[src/rtl/seg7_pkg.sv]
// Shared constants for the seven-segment scan driver: segment bit positions,
// the hex font and an index-width helper.
package seg7_pkg;

  localparam int SEG_A  = 0;
  localparam int SEG_B  = 1;
  localparam int SEG_C  = 2;
  localparam int SEG_D  = 3;
  localparam int SEG_E  = 4;
  localparam int SEG_F  = 5;
  localparam int SEG_G  = 6;
  localparam int SEG_DP = 7;

  // Active-high a..g patterns; entry 15 first so HEX_FONT[n] is the glyph for n.
  localparam logic [15:0][6:0] HEX_FONT = {
    7'h71, 7'h79, 7'h5E, 7'h39, 7'h7C, 7'h77, 7'h6F, 7'h7F,
    7'h07, 7'h7D, 7'h6D, 7'h66, 7'h4F, 7'h5B, 7'h06, 7'h3F
  };

  function automatic int idx_width(input int n);
    return (n <= 2) ? 1 : $clog2(n);
  endfunction

endpackage

[src/rtl/seg7_hex_decode.sv]
// Combinational hex-digit to active-high seven-segment decoder.
module seg7_hex_decode
  import seg7_pkg::*;
(
  input  logic [3:0] nibble,
  output logic [6:0] segs
);

  assign segs = HEX_FONT[nibble];

endmodule

[src/rtl/seg7_scan_driver.sv]
// Time-multiplexed NUM_DIGITS seven-segment driver with shadow/display value
// registers, a blank cycle at the start of every slot and leading-zero blanking.
module seg7_scan_driver
  import seg7_pkg::*;
#(
  parameter int unsigned NUM_DIGITS     = 4,
  parameter int unsigned REFRESH_DIV    = 1000,
  parameter bit          ACTIVE_LOW_SEG = 1'b0,
  parameter bit          ACTIVE_LOW_DIG = 1'b0,
  parameter bit          BLANK_LEADING  = 1'b1
) (
  input  logic                    clk,
  input  logic                    rst_n,
  input  logic                    enable,
  input  logic                    load,
  input  logic [4*NUM_DIGITS-1:0] value,
  input  logic [NUM_DIGITS-1:0]   dp_in,
  output logic [7:0]              segment,
  output logic [NUM_DIGITS-1:0]   digit_en,
  output logic                    pending,
  output logic                    frame_tick
);

  localparam int CW = idx_width(REFRESH_DIV);
  localparam int IW = idx_width(NUM_DIGITS);
  localparam logic [CW-1:0] CNT_LAST = CW'(REFRESH_DIV - 1);
  localparam logic [IW-1:0] IDX_LAST = IW'(NUM_DIGITS - 1);
  localparam logic [7:0]            SEG_INV = {8{ACTIVE_LOW_SEG}};
  localparam logic [NUM_DIGITS-1:0] DIG_INV = {NUM_DIGITS{ACTIVE_LOW_DIG}};

  logic [CW-1:0]                cnt;
  logic [IW-1:0]                idx;
  logic [NUM_DIGITS-1:0][3:0]   display;
  logic [NUM_DIGITS-1:0][3:0]   shadow;
  logic [NUM_DIGITS-1:0]        display_dp;
  logic [NUM_DIGITS-1:0]        shadow_dp;

  logic                  slot_end;
  logic                  frame_end;
  logic                  blank;
  logic [6:0]            font_segs;
  logic [7:0]            seg_next;
  logic [NUM_DIGITS-1:0] en_next;

  assign slot_end  = enable && (cnt == CNT_LAST);
  assign frame_end = slot_end && (idx == IDX_LAST);

  // Prescaler and slot index; both park at zero while the scan is disabled.
  // NOTE: state is updated with non-blocking assignments so every register
  // samples the pre-edge values of the others, independent of block order.
  always_ff @(posedge clk or negedge rst_n) begin
    if (!rst_n) begin
      cnt <= '0;
      idx <= '0;
    end else if (!enable) begin
      cnt <= '0;
      idx <= '0;
    end else if (slot_end) begin
      cnt <= '0;
      idx <= (idx == IDX_LAST) ? '0 : idx + IW'(1);
    end else begin
      cnt <= cnt + CW'(1);
    end
  end

  // A load landing on the frame boundary bypasses the shadow so it is shown
  // from the very next frame instead of waiting a whole extra frame.
  // NOTE: display and shadow are plain flops, not a memory, so they take a
  // defined reset value and the first frame never shows garbage.
  always_ff @(posedge clk or negedge rst_n) begin
    if (!rst_n) begin
      display    <= '0;
      display_dp <= '0;
      shadow     <= '0;
      shadow_dp  <= '0;
      pending    <= 1'b0;
    end else if (load && frame_end) begin
      display    <= value;
      display_dp <= dp_in;
      pending    <= 1'b0;
    end else begin
      if (pending && (frame_end || !enable)) begin
        display    <= shadow;
        display_dp <= shadow_dp;
        pending    <= 1'b0;
      end
      if (load) begin
        shadow    <= value;
        shadow_dp <= dp_in;
        pending   <= 1'b1;
      end
    end
  end

  seg7_hex_decode u_decode (
    .nibble (display[idx]),
    .segs   (font_segs)
  );

  // Digit idx is a leading zero when it and every higher nibble are zero.
  // NOTE: every always_comb output gets a default before any branch, so no
  // path leaves a value unassigned and no latch is inferred.
  always_comb begin
    blank = BLANK_LEADING && (idx != '0);
    for (int j = 0; j < int'(NUM_DIGITS); j++) begin
      if ((j >= int'(idx)) && (display[j] != 4'h0)) blank = 1'b0;
    end
  end

  always_comb begin
    seg_next = '0;
    en_next  = '0;
    if (enable) begin
      seg_next[SEG_G:SEG_A] = blank ? 7'h00 : font_segs;
      seg_next[SEG_DP]      = display_dp[idx];
      if (cnt != '0) en_next[idx] = 1'b1;
    end
  end

  // Output registers; polarity is folded in here so reset drives idle levels.
  always_ff @(posedge clk or negedge rst_n) begin
    if (!rst_n) begin
      segment    <= SEG_INV;
      digit_en   <= DIG_INV;
      frame_tick <= 1'b0;
    end else begin
      segment    <= seg_next ^ SEG_INV;
      digit_en   <= en_next ^ DIG_INV;
      frame_tick <= frame_end;
    end
  end

endmodule

[config.mk]
export PLATFORM = sky130hd
export DESIGN_NAME = seg7_scan_driver
export DESIGN_NICKNAME = d
export VERILOG_FILES = /design/src/rtl/seg7_pkg.sv /design/src/rtl/seg7_hex_decode.sv /design/src/rtl/seg7_scan_driver.sv
export SDC_FILE = /design/constraint.sdc
export NUM_CORES = 1
export LEC_CHECK = 0
export CAP_MARGIN = 25
export CORE_ASPECT_RATIO = 0.5
export CORE_MARGIN = 10
export CORE_UTILIZATION = 50
export CTS_CLUSTER_DIAMETER = 100
export CTS_CLUSTER_SIZE = 16
export DETAILED_ROUTE_END_ITERATION = 8
export MAX_ROUTING_LAYER = met4
export PLACE_DENSITY = 0.69
export SETUP_SLACK_MARGIN = 0.02
export SLEW_MARGIN = 20
export SYNTH_ARGS = -nofsm -noshare
export SYNTH_HDL_FRONTEND = slang
export SYNTH_SLANG_ARGS = --single-unit
[constraint.sdc]
create_clock -name clk -period 3.55 [get_ports clk]
set_input_delay 0.5325 -clock clk [delete_from_list [all_inputs] [get_ports clk]]
set_output_delay 0.5325 -clock clk [all_outputs]
set_load 0.005 [all_outputs]
# Yosys cells after proc, flatten, opt, wreduce, memory -nomap -nowiden
# Memories as Yosys holds them, arrays and structs flattened.
# Index checks and enable logic that the tools add are counted.
# W data, S select, Z words.
# word_totals
regBits,66
romBits,112
word_cells,75
n_memories,1
# memory_table
memory,depth,width,rd,rd_ports_with_merged_regs,write_ports,line,source
(name not given),16,7,1,0,0,seg7_hex_decode.sv:9,assign segs = HEX_FONT[nibble];
# classes
n_addsub,2
magnitude_cmp,6
eq_ne,3
mux,27
bitwise,1
n_reduce_logical,19
# ops
op,n
$mux W16,2
$mux W10,2
$mux W4,5
$reduce_bool A4 Y1,4
$mux W7,2
$add A10 B1 Y10 const B,1
$eq A10 B10 Y1 const B,1
$reduce_bool A10 Y1,1
$mux W1,9
$bmux W4 S2,1
$logic_and A1 B1 Y1,8
$mux W8,1
$mux W2,3
$lt A4 B5 Y1 const B,1
$ge A1 B2 Y1 const A,2
$reduce_bool A2 Y1,2
$lt A2 B3 Y1 const B,1
$reduce_bool A3 Y1,1
$add A2 B1 Y2 const B,1
$bmux W1 S2,1
$demux W1 S2,1
$eq A2 B2 Y1 const B,1
$ge A2 B1 Y1 const B,1
$ge A2 B2 Y1 const A,1
other kinds (5),5

# Depth between registers and ports, before layout
# logic_depth
depth_word,8
ltp_mapped,7
ltp_nobuf,6

# Modules after synthesis
# A second synthesis with hierarchy kept.
# hier_totals
cells_unflattened,263
area_unflattened_um2,3552.2
# by_module_without_submodules
mod,n_inst,cells_each,area_each_um2
seg7_scan_driver,1,230,3264.4
seg7_hex_decode,1,33,287.8

# Least setup slack after synthesis
# Ideal clock, no wire load.
# synth_path
path_type,register to register
from,register idx[0]
to,register segment[5]
arrival_time_ns,2.131
slack_ns,1.260
stages_incl_launch_ff,7
cell_sequence,dfrtp_1 buf_2 clkinv_1 ha_1 or4_1 o41ai_2 a221oi_1
# synth_via
elab_chain_cells,8
elab_cells_between_ends,17
cone_classes,order compare (3); mux (9); reduce/logical (4); memory (1)
# synth_rtl
item,line,source
"start, declared",seg7_scan_driver.sv:32,logic [IW-1:0] idx;
"start signal, assigned",seg7_scan_driver.sv:60,idx <= (idx == IDX_LAST) ? '0 : idx + IW'(1);
branches (longest 6 deep; another with $mem_v2 Z16 W7),-,
$mux W7 (*),seg7_scan_driver.sv:114,seg_next[SEG_G:SEG_A] = blank ? 7'h00 : font_segs;
$mux W8 (*),seg7_scan_driver.sv:113,if (enable) begin
named net seg_next[5],seg7_scan_driver.sv:42,logic [7:0] seg_next;
"end signal, assigned",seg7_scan_driver.sv:127,segment <= seg_next ^ SEG_INV;
"end, declared",seg7_scan_driver.sv:18,"output logic [7:0] segment,"
# Mark *: on every way through the listed nets, which the timed path passes. The select of a mux whose other input is x is not followed.
# A chain may end at the register's enable or synchronous reset.

# Worst setup path in the final report
# layout_path
from,register idx[1]
to,register shadow_dp[0]
# layout_via
elab_chain_cells,5
# layout_rtl
item,line,source
$eq A2 B2 Y1,seg7_scan_driver.sv:46,assign frame_end = slot_end && (idx == IDX_LAST);
$logic_and A1 B1 Y1,seg7_scan_driver.sv:46,
$logic_and A1 B1 Y1,seg7_scan_driver.sv:77,end else if (load && frame_end) begin
$not A1 Y1 (no source line),-,
$reduce_and A2 Y1 (no source line),-,
"end signal, assigned",seg7_scan_driver.sv:89,shadow_dp <= dp_in;
"end, declared",seg7_scan_driver.sv:36,logic [NUM_DIGITS-1:0] shadow_dp;
# Every way passes these cells.

==> results.md <==
* Status: completed
* CP endpoint kind: register
* Total GRT Usage at 0.155
* Hold WC Path Type: in -> async
* Aggregate global routing overflow at 0
* Crit Path Max Fanout at 22
* Max_cap viols at 0
* Worst path cell trace: ha_1, nand2_1, or4_4, nand2_4, mux2_2
* Ant diodes at 0
* Sw power at 502 uW
* Drt first pass iters at 4
* Die span in x at approximately 140 um
* CTS Sinks at 66
* Initial detailed-routing violation count at between 200 and 250
* GR peak layer: met2
* Area after DPL at between 3000 and 4000 um^2
* Post-synth cell types at 44
* Fmax at 389 MHz
* Tcrit/Tclk final at 0.724
* RD Place Congestion at 0.832
* Dpl ws at 0.815 ns
* CP max stage cell: dfrtp_1
* Worst-margin pin slew at 0.756 ns
* P per Cell Area at 506 nW/um^2
* Netlist Area Pre-Place at 3440 um^2
* Type of origin of the critical path: register
* RSZ-0062 raised after global routing: false
* Cell accounting for the most synthesized area: dfrtp_1
* Synth warn at 0
* DRC errors left at 0
* Net Sw Frac at 0.239
* Vias in the first global route at approximately 2600
* Worst setup path class: reg -> reg
* Die Y at between 70 and 80 um
* Initial antenna violation count at 0
* Deepest clock path buffer count at 2
* Average vias per placed instance at a little under 6
* Finish-stage setup viols at 0
* Root buffer cell: clkbuf_16
* Initial core utilization at 0.516
* Final worst slack at 0.980 ns
* CP max stage delay at roughly 0.67 ns
* Drt total wl at ~7.5 mm
* Synth Register Bits at 66
* Number of buffers added on ports at 37
* Yosys top cell area share at 0.479
* Routed len/inst at 16.9 um
* Crit path DAT at 2.78 ns
* CTS tree: done
* Slew headroom at 0.490
* Register share of total power at 0.422
* Layout Skew at 0.00599 ns
* Mapped Cells at 315
* Post-route cell area at roughly 4100 um^2
* Skew-Pair Late Insertion Delay at 0.32 ns
* Core ar. at 6670 um^2
* Req. time, crit path at 3.76 ns
* Grt met2 use at 0.225
* Fin crit period at between 2 and 3 ns
* Fill cells at 551
* Ratio of cells with drive above 1 in the final layout at 0.153
* First-pass GRT wire length at between 10 and 15 mm
* Area Overhead vs Synth at 20.4%
* IO Count at 38
* Htree depth at 3
* CTS buffer count at 9
* Met1 GRT Util at 0.203
* Vias at approximately 2600
* Hold_buf cts at 0
* Clock power frac at 0.422
* Sequential share of the synthesized area at 0.479
* Post-CTS Setup Bufs at 0
* Slew Viols, Final at 0
* Top cells by area, synth: dfrtp_1 48%, mux2_4 8.3%, ha_1 4.4%
* Post-layout util at 0.621
* P_leak at roughly 1.7 nW
* Met3 GRT Util at 0.0383
* Synthesized Nets at ~350
* Reg clk slew, reported paths at 0.05 ns
* Fin nets at 384
* Final ANT Viol Nets at 0
* Logic pwr share at 0.156
* Mean area per synthesized cell at 10.9 um^2
* Die area at between 10000 and 15000 um^2
* Largest net degree at the start of global routing at 29
* TNS Setup at 0 ns
* Internal at 1.60 mW
* Site row count at 21
* Peak VDD IR at 0.000213 V
* Cts repair resizes at 0
* DP HPWL at between 5 and 6 mm
* Hold Fails Final Rpt at 0
[Yosys cell counts (all sizes together)]
| cell type | instances |
|---|---|
| xnor2 | 6 |
| a211oi | 1 |
| nand4 | 1 |
| mux2i | 5 |
| dfrtp | 66 |
| nand4bb | 1 |
| a221oi | 2 |
| and3 | 1 |
| nand2b | 1 |
| or3 | 3 |
| nor4b | 1 |
| nor3 | 7 |
| o41ai | 2 |
| clkbuf | 11 |
| o21ai | 22 |
| mux2 | 23 |
| mux4 | 4 |
| nand2 | 9 |
| a311oi | 3 |
| inv | 13 |
| buf | 10 |
| o21bai | 1 |
| nor2 | 18 |
| or4 | 2 |
| a31oi | 22 |
| nand3 | 25 |
| a21oi | 24 |
| a22oi | 1 |
| ha | 12 |
| xor2 | 4 |
| nor4 | 2 |
| and2 | 6 |
| nor3b | 1 |
| a21o | 2 |
| clkinv | 2 |
| o211ai | 1 |
[flip-flops by register name, summed over array words and instances (netlist names), 2 cells and up]
name,flops
idx,2
cnt,10
shadow_dp,4
display_dp,4
digit_en,4
segment,8
shadow,16
display,16
[final timing paths]
kind	from	end	slack [ns]	cells after the start
max	idx[1]	shadow_dp[0]	0.98	5
min	rst_n	shadow[8]	0.21	1
max reg2reg	idx[1]	shadow_dp[0]	0.98	5
min reg2reg	shadow[3]	shadow[3]	0.50	1
max in group asynchronous	rst_n	segment[3]	2.59	2
min in group clk	shadow[3]	shadow[3]	0.50	1
[routing by layer]
metal / vias up / share of wire
met5: - / 0
met4: 0 / 0.016
met3: 11 / 0.067
met2: 89 / 0.45
met1: 1256 / 0.46
li1: 1203 / -
[power by group through the flow]
| stage | logic, mW | registers, mW | clock network [mW] |
|---|---|---|---|
| after detailed placement | 0.329 | 0.896 | 0 |
| after floorplan | 0.208 | 0.880 | 0 |
| after global placement | 0.315 | 0.894 | 0 |
| after CTS | 0.331 | 0.884 | 0.901 |
| final | 0.328 | 0.885 | 0.885 |
| after global routing | 0.367 | 0.894 | 0.935 |
[kinds of logic after synthesis]
| group | share of synthesized area |
|---|---|
| adders and majority gates | 0.0436 |
| buffers and inverters | 0.0563 |
| AOI/OAI and AO/OA | 0.140 |
| and+or+nand+nor | 0.119 |
| xor gates and xnor gates | 0.0254 |
| muxes | 0.137 |
| DFF | 0.479 |
[cells in the final DEF, fill, tap and decap left out, types with 2 or more instances in the layout]
cell             synthesis  layout
clkdlybuf4s50_1          0      36
ha_1                    12      12
clkinv_2                 1       2
buf_4                    1       6
mux2_2                   4       4
clkbuf_16                0       9
mux2i_1                  5       5
nor2_1                  18      18
a21oi_1                 24      24
xor2_1                   4       4
a311oi_1                 3       3
and2_1                   6       6
or3_1                    3       3
inv_1                   13      13
mux4_2                   4       4
o41ai_2                  1       2
nand2_1                  8       8
mux2_4                  19      19
a31oi_1                 22      22
a221oi_1                 2       2
clkbuf_8                 0       3
xnor2_1                  6       6
dfrtp_1                 66      66
nand3_1                 25      25
o21ai_0                 22      22
nor3_1                   7       7
nor4_1                   2       2
a21o_1                   2       2
[area by class of cell]
| type | count | area (um^2) | share of cell area |
|---|---|---|---|
| repair buffers | 43 | 410 | 0.0990 |
| flip-flops and latches | 66 | 1650 | 0.398 |
| well taps | 92 | 115 | 0.0278 |
| multi-input cells | 213 | 1610 | 0.387 |
| inverters | 15 | 57.6 | 0.0139 |
| clock buffers | 13 | 270 | 0.0652 |
| clock inverters | 2 | 35.0 | 0.00845 |
[metrics by stage]
| step | std cells | hold slack [ns] | total power [mW] |
|---|---|---|---|
| final | 444 | 0.212 | 2.10 |
| after global routing | 444 | 0.266 | 2.20 |
| after CTS | 444 | 0.233 | 2.12 |
| after detailed placement | 429 | 0.490 | 1.23 |
| after global placement | 429 | 0.479 | 1.21 |
| after floorplan | 315 | 0.237 | 1.09 |
[worst max-delay path, delay by kind of cell, from the launching register on]
family / cells / cell delay [ns]
fa+ha+maj: 1 / 0.35
flops: 1 / 0.67
mux: 1 / 0.38
simple gates: 3 / 1.04
(Power assumes the default switching activity.)
